==> src/rtl/except_pkg.sv <==
// rtl/except_pkg.sv - exception request type shared by except and except_ctrl
package except_pkg;

  localparam logic [4:0] EXCCODE_INT = 5'd0;

  typedef struct packed {
    logic        valid;
    logic        eret;
    logic [4:0]  code;
    logic [31:0] pc;
    logic [31:0] extra;
    logic        delayslot;
    logic [31:0] except_vec;
  } except_req_t;

endpackage

==> src/rtl/except_ctrl.sv <==
// rtl/except_ctrl.sv - ordered exception/ERET commit: wait mem, write CP0, flush, redirect fetch
// Optional statistics counters enabled by defining EXCEPT_CTRL_STATS_EN.
module except_ctrl
  import except_pkg::*;
#(
  parameter int FLUSH_CYCLES = 2
) (
  input  logic        clk,
  input  logic        rst,
  input  except_req_t except_req,
  input  logic        mem_busy,
  output logic        busy,
  output logic        flush,
  output logic        cp0_exc_we,
  output logic        cp0_eret_we,
  output logic [4:0]  cp0_exc_code,
  output logic [31:0] cp0_exc_pc,
  output logic [31:0] cp0_exc_extra,
  output logic        cp0_exc_delayslot,
  output logic        redirect_valid,
  output logic [31:0] redirect_pc,
  input  logic        redirect_ready
`ifdef EXCEPT_CTRL_STATS_EN
  ,
  output logic [31:0] stat_exc_count,
  output logic [31:0] stat_int_count,
  output logic [31:0] stat_eret_count
`endif
);

  localparam int CW = $clog2(FLUSH_CYCLES + 1);

  typedef enum logic [2:0] {IDLE, WAIT_MEM, COMMIT, FLUSH, REDIRECT} state_t;

  state_t        state, state_nxt;
  logic [CW-1:0] cnt;
  logic          eret_q;
  logic          accept;

  // An ERET request counts as valid even if the valid bit itself is low.
  assign accept = (state == IDLE) && (except_req.valid || except_req.eret);

  always_ff @(posedge clk) begin
    if (rst) begin
      state             <= IDLE;
      cnt               <= '0;
      eret_q            <= 1'b0;
      cp0_exc_code      <= '0;
      cp0_exc_pc        <= '0;
      cp0_exc_extra     <= '0;
      cp0_exc_delayslot <= 1'b0;
      redirect_pc       <= '0;
    end else begin
      state <= state_nxt;
      if (accept) begin
        eret_q            <= except_req.eret;
        cp0_exc_code      <= except_req.code;
        cp0_exc_pc        <= except_req.pc;
        cp0_exc_extra     <= except_req.extra;
        cp0_exc_delayslot <= except_req.delayslot;
        redirect_pc       <= except_req.except_vec;
      end
      if (state == COMMIT)
        cnt <= CW'(FLUSH_CYCLES);
      else if (state == FLUSH && cnt != CW'(1))
        cnt <= cnt - 1'b1;
    end
  end

  always_comb begin
    state_nxt      = state;
    busy           = 1'b1;
    flush          = 1'b0;
    cp0_exc_we     = 1'b0;
    cp0_eret_we    = 1'b0;
    redirect_valid = 1'b0;
    case (state)
      IDLE: begin
        busy = 1'b0;
        if (accept) state_nxt = mem_busy ? WAIT_MEM : COMMIT;
      end
      WAIT_MEM: begin
        flush = 1'b1;
        if (!mem_busy) state_nxt = COMMIT;
      end
      COMMIT: begin
        flush       = 1'b1;
        cp0_exc_we  = !eret_q;
        cp0_eret_we = eret_q;
        state_nxt   = FLUSH;
      end
      FLUSH: begin
        flush = 1'b1;
        if (cnt == CW'(1)) state_nxt = REDIRECT;
      end
      REDIRECT: begin
        redirect_valid = 1'b1;
        if (redirect_ready) state_nxt = IDLE;
      end
      default: state_nxt = IDLE;
    endcase
  end

`ifdef EXCEPT_CTRL_STATS_EN
  always_ff @(posedge clk) begin
    if (rst) begin
      stat_exc_count  <= '0;
      stat_int_count  <= '0;
      stat_eret_count <= '0;
    end else if (state == COMMIT) begin
      if (eret_q) begin
        if (stat_eret_count != 32'hFFFF_FFFF) stat_eret_count <= stat_eret_count + 32'd1;
      end else begin
        if (stat_exc_count != 32'hFFFF_FFFF) stat_exc_count <= stat_exc_count + 32'd1;
        if (cp0_exc_code == EXCCODE_INT && stat_int_count != 32'hFFFF_FFFF)
          stat_int_count <= stat_int_count + 32'd1;
      end
    end
  end
`endif

endmodule

==> config.mk <==
export PLATFORM = sky130hd
export DESIGN_NAME = except_ctrl
export DESIGN_NICKNAME = d
export VERILOG_FILES = /design/src/rtl/except_pkg.sv /design/src/rtl/except_ctrl.sv
export SDC_FILE = /design/constraint.sdc
export NUM_CORES = 1
export LEC_CHECK = 0
export ABC_AREA = 1
export ABC_CLOCK_PERIOD_IN_PS = 1900
export BUFFER_PORTS_ARGS = -buffer_cell sky130_fd_sc_hd__clkbuf_2
export CELL_PAD_IN_SITES_DETAIL_PLACEMENT = 0
export CELL_PAD_IN_SITES_GLOBAL_PLACEMENT = 1
export CORE_MARGIN = 2
export CORE_UTILIZATION = 30
export CTS_CLUSTER_DIAMETER = 40
export DETAILED_ROUTE_END_ITERATION = 8
export PLACE_DENSITY_LB_ADDON = 0.1
export SETUP_SLACK_MARGIN = 0.5
export SYNTH_ARGS = -nofsm -noshare
export SYNTH_HDL_FRONTEND = slang
export SYNTH_SLANG_ARGS = --single-unit
==> constraint.sdc <==
create_clock -name clk -period 1.9 [get_ports clk]
set_input_delay 0.38 -clock clk [delete_from_list [all_inputs] [get_ports clk]]
set_output_delay 0.38 -clock clk [all_outputs]
set_load 0.05 [all_outputs]
## Yosys cells after proc, flatten, opt, wreduce, memory -nomap -nowiden

Cells that the tools add are included.

| operators by class | value |
|---|---|
| add/sub/neg operators | 1 |
| equality and inequality tests | 10 |
| multiplexer cells | 13 |
| reduce and logical (&&, ||, !) cells | 9 |

Operators with widths:

| cell | count |
|---|---|
| one-hot mux 3 bit (5 select lines) | 1 |
| 2-to-1 mux 3 bit | 4 |
| equality test 3 x 2 -> 1 bit, second input constant | 2 |
| 2-to-1 mux 2 bit | 3 |
| inequality test 2 bit, second input constant | 3 |
| 2-to-1 mux 1 bit | 5 |
| inequality test 2 x 1 -> 1 bit, second input constant | 2 |
| AND reduction 4 bit | 1 |
| equality test 3 x 1 -> 1 bit, second input constant | 1 |
| equality test 3 bit, second input constant | 1 |
| zero test 3 bit | 1 |
| OR reduction 3 bit | 1 |
| equality test 2 x 1 -> 1 bit, second input constant | 1 |
| logical AND 1 bit | 2 |
| nonzero test 2 bit | 1 |
| OR reduction 2 bit | 1 |
| subtractor 2 x 1 -> 2 bit, second input constant | 1 |
| zero test 1 bit | 1 |
| logical OR 1 bit | 1 |

| storage, ports and cells | value |
|---|---|
| register bits after elaboration | 108 |
| input port bits | 108 |
| output and inout bits | 107 |
| word-level logic and storage cells | 42 |

## Longest topological paths before layout

| logic depth | value |
|---|---|
| word-level depth | 4 |
| gate-level depth with buffers | 9 |
| gate-level depth less buffers | 8 |

## Least setup slack after synthesis

No wires, ideal clock.

| timing path | value |
|---|---|
| path type | register to output |
| start | reg state[2] |
| end | out redirect_valid |
| arrival time | 1.541 ns |
| data required time | 1.520 ns |
| slack | -0.021 ns |
| cell stages (with the launch flop) | 4 |
| path buffers | 1 |
| path through | dfxtp_1 -> buf_2 -> inv_2 -> nor3_1 |

| between the ends | value |
|---|---|
| cells in the longest elaborated chain, start to end | 2 |

Ends and longest elaborated chain:

| item | RTL line | RTL |
|---|---|---|
| start, declared | except_ctrl.sv:35 | `state_t state, state_nxt;` |
| start signal, assigned | except_ctrl.sv:54 | `state <= state_nxt;` |
| equality test 3 bit | except_ctrl.sv:77 | `case (state)` |
| 2-to-1 mux 1 bit | except_ctrl.sv:77 |  |
| end, declared | except_ctrl.sv:20 | `output logic redirect_valid,` |

No other way between the ends.

## Worst setup path in the final report

| timing path | value |
|---|---|
| start | reg state[0] |
| end | reg cp0_exc_extra[15] |

| between the ends | value |
|---|---|
| cells in the longest elaborated chain, start to end | 2 |

Ends and longest elaborated chain:

| item | RTL line | RTL |
|---|---|---|
| zero test 3 bit | except_ctrl.sv:41 | `assign accept = (state == IDLE) && (except_req.valid \|\| except_req.eret);` |
| logical AND 1 bit | except_ctrl.sv:41 |  |
| end signal, assigned | except_ctrl.sv:59 | `cp0_exc_extra <= except_req.extra;` |
| end, declared | except_ctrl.sv:18 | `output logic [31:0] cp0_exc_extra,` |

No other way between the ends.
A chain may end at the register's enable or synchronous reset.

==> run_results.csv <==
group,metric,value,unit
outcome,status,"finished clean",
grt,grt_util_all_layers,20.7,%
timing,fin_tns_setup,0,ns
routing,drc,0,
timing,max_slew.worst_pin.slew,0.538,ns
grt,first_global_vias,4102,
yosys,async_flop_share,0,%
timing,setup_viol,0,
timing,slew_headroom,64.1,%
yosys,synth_area_leaders,"dfxtp_1 55%, nor2_1 21%, o21ai_0 6.7%",
yosys,ys_ff_latch,108,
routing,vias,4275,
clocking,numCtsBuffers,9,
floorplan,io_pins,215,
routing,wl_per_cell,15.9,um
setup_path,cp-start-kind,"flip-flop",
timing,min_period,1.60,ns
routing,drt_iter0_drc,158,
floorplan,die-area,14200,um^2
timing,period_share,84.0,%
setup_path,path_class,"reg2reg",
setup_path,crit_start,"state[0]",
setup_path,rr_endpoint,"cp0_exc_extra[15]",
timing,fin_skew,0.00746,ns
yosys,synth_edf_count,0,
grt,grt_pass1_wl,22700,um
floorplan,coreArea,13100,um^2
setup_path,crit_slowest_cell,"dfxtp_4",
cells_and_area,antenna_cells,0,
timing,rsz0062_at_grt,"true",
clocking,cts_hold_buf,0,
place,hpwl,7520,um
floorplan,initial_utilization,30.3,%
floorplan,die_h,119,um
yosys,synth_area,3970,um^2
setup_path,r2r_setup_slack,0.30,ns
routing,viasPerCell,4.58,
yosys,synth_top_area_cell,"dfxtp_1",
routing,dr.pass1.iters,4,
hold_path,min-delay-start,"except_req[76]",
cells_and_area,layout.nets,862,
setup_path,reg2reg_from,"state[0]",
yosys,ys_seq_area_share,54.5,%
yosys,ys.flop_type,"dfxtp_1",
setup_path,crit_path_max_incr_delay,0.37,ns
timing,hold_violations,0,
yosys,avgSynthCellArea,7.81,um^2
setup_path,crit_top_cell,"buf_6",
routing,ant_nets,0,
setup_path,worstPathRequired,2.14,ns
setup_path,endpoint_kind,"flip-flop",
cells_and_area,n_fill_cell,1269,
grt,antenna_found_initial,0,
clocking,clk_path_buf_depth,2,
floorplan,die_w,119,um
clocking,cts_sinks,108,
floorplan,rows,42,
clocking,clkTransAtPathRegs,0.07,ns
hold_path,hold_class,"in2reg",
flow_run,cap_viol_max_count,0,
grt,grt_max_degree,61,
hold_path,min_delay_path_depth,3,
timing,max_freq,0.626,GHz
yosys,synth_nets,617,
setup_path,crit_path_max_fanout,6,
place,port_buffers,214,
cells_and_area,final_layout_size_suffix_gt1_share,49.9,%
setup_path,critPathArrivalTime,1.84,ns
yosys,netlist.area_leader.share,54.5,%
clocking,clock_latency,0.35,ns
yosys,syn-instance-count,508,
clocking,cts_root_buffer,"clkbuf_16",
hold_path,hold_end,"cp0_exc_pc[11]",
cells_and_area,area_delta_synth_final,71.4,%
yosys,synth.distinct_cells,20,
setup_path,r2r_cells,9,
yosys,yosysWarnings,0,
setup_path,crit_chain,"nor2_4 -> nand2_4 -> a21oi_4 -> buf_6 -> clkinv_8 -> buf_6 -> buf_16 -> nor2_2 -> nor2_1",
clocking,h-tree-depth,3,
timing,drv_slew,0,
routing,wl,14800,um
clocking,cts_tree,"done",
place,place.gp.congestion,0.755,
grt,grt_overflow,0,
## cell type report
cell class	count	area [um^2]	area share, %
Sequential cell	108	2170	32.0
Clock inverter	1	30.0	0.442
Clock buffer	15	268	3.94
Tap cell	176	220	3.24
Multi-Input combinational cell	353	1930	28.3
Timing Repair Buffer	266	2090	30.8
Inverter	13	61.3	0.902
Timing Repair inverter	2	25.0	0.368
## worst max path at each step
stage / to / slack [ns] / depth (start not counted)
after floorplan: redirect_valid / 0.40 / 3
after global placement: cp0_exc_extra[29] / 0.41 / 7
after detailed placement: cp0_exc_pc[31] / 0.34 / 7
after CTS: cp0_eret_we / 0.32 / 4
after global routing: cp0_exc_extra[10] / 0.25 / 9
final: cp0_exc_extra[15] / 0.30 / 9
## synth_stat cells (2+ instances only)
cell type  instances
clkbuf_1          15
nand3_1            4
o21ai_1           51
inv_2              2
nor3_1             2
nor2_1           218
buf_6             16
a21oi_1            4
nand2_1           15
buf_2              2
dfxtp_1          108
inv_1             11
o21ai_0           53
## timing repair
action / 4_1_cts / 5_1_grt
resized for setup: 139 / 73
endpoints found under the setup margin: 108 / 121
buffers inserted: 24 / 4
gates cloned: 18 / 3
pin swaps: 25 / 28
## placed cells by master, fill, tap and decap left out, types with 2 or more instances in the layout
cell type,count
clkbuf_2,199
nor2_1,167
dfxtp_1,105
o21ai_1,52
o21ai_2,31
nor2_4,29
nor2_2,23
o21ai_0,20
buf_16,20
nand2_1,12
clkbuf_16,11
buf_4,11
inv_1,10
buf_2,9
buf_6,9
buf_12,8
clkbuf_8,5
nand3_1,4
a21oi_1,4
clkbuf_1,4
buf_8,4
dfxtp_4,3
inv_2,2
nand2_4,2
nor3_2,2
clkinv_8,2
nand2_2,2
## registers in the layout (all words and copies together) (netlist names)
name	cells
state	3
redirect_pc	32
cp0_exc_extra	32
cp0_exc_code	5
eret_q	1
cp0_exc_pc	32
cnt	2
cp0_exc_delayslot	1
## layer usage
| metal | vias to the layer above | part of all wire [%] | track usage [%] |
|---|---|---|---|
| li1 | 2124 | - | - |
| met1 | 1999 | 44 | 27.0 |
| met2 | 137 | 48 | 33.3 |
| met3 | 15 | 6.4 | 5.22 |
| met4 | 0 | 1.7 | 7.44 |
| met5 | - | 0 | 0 |
## logic make-up (layout without fill, tap and decap cells)
logic type / after synthesis / after routing / share of synthesized area [%]
compound gates: 110 / 110 / 14.2
flops: 108 / 108 / 54.5
buf+inv: 47 / 297 / 7.57
fa+ha+maj: 1 / 1 / 0.315
simple gates: 242 / 242 / 23.4
## per-stage QoR
step | util (%) | cells | instance area [um^2] | hold WS, ns | setup slack [ns]
after global placement | 39.1 | 869 | 5120 | 0.467 | 0.407
after CTS | 50.3 | 927 | 6580 | 0.231 | 0.321
after global routing | 52.0 | 934 | 6800 | 0.238 | 0.246
after floorplan | - | 508 | 3990 | 0.442 | 0.400
after detailed placement | 39.1 | 869 | 5120 | 0.468 | 0.340
final | 52.0 | 934 | 6800 | 0.242 | 0.304
## worst max-delay path: cells and delay by family, from the launching register on
family                 cells  cell delay, ns
buffers and inverters      4            0.58
AO/OA/AOI/OAI              1            0.16
flip-flops                 1            0.37
AND/OR/NAND/NOR            4            0.36
Power is not shown: default switching activity piles up to over one toggle a cycle in this logic, so the estimate is an artifact.
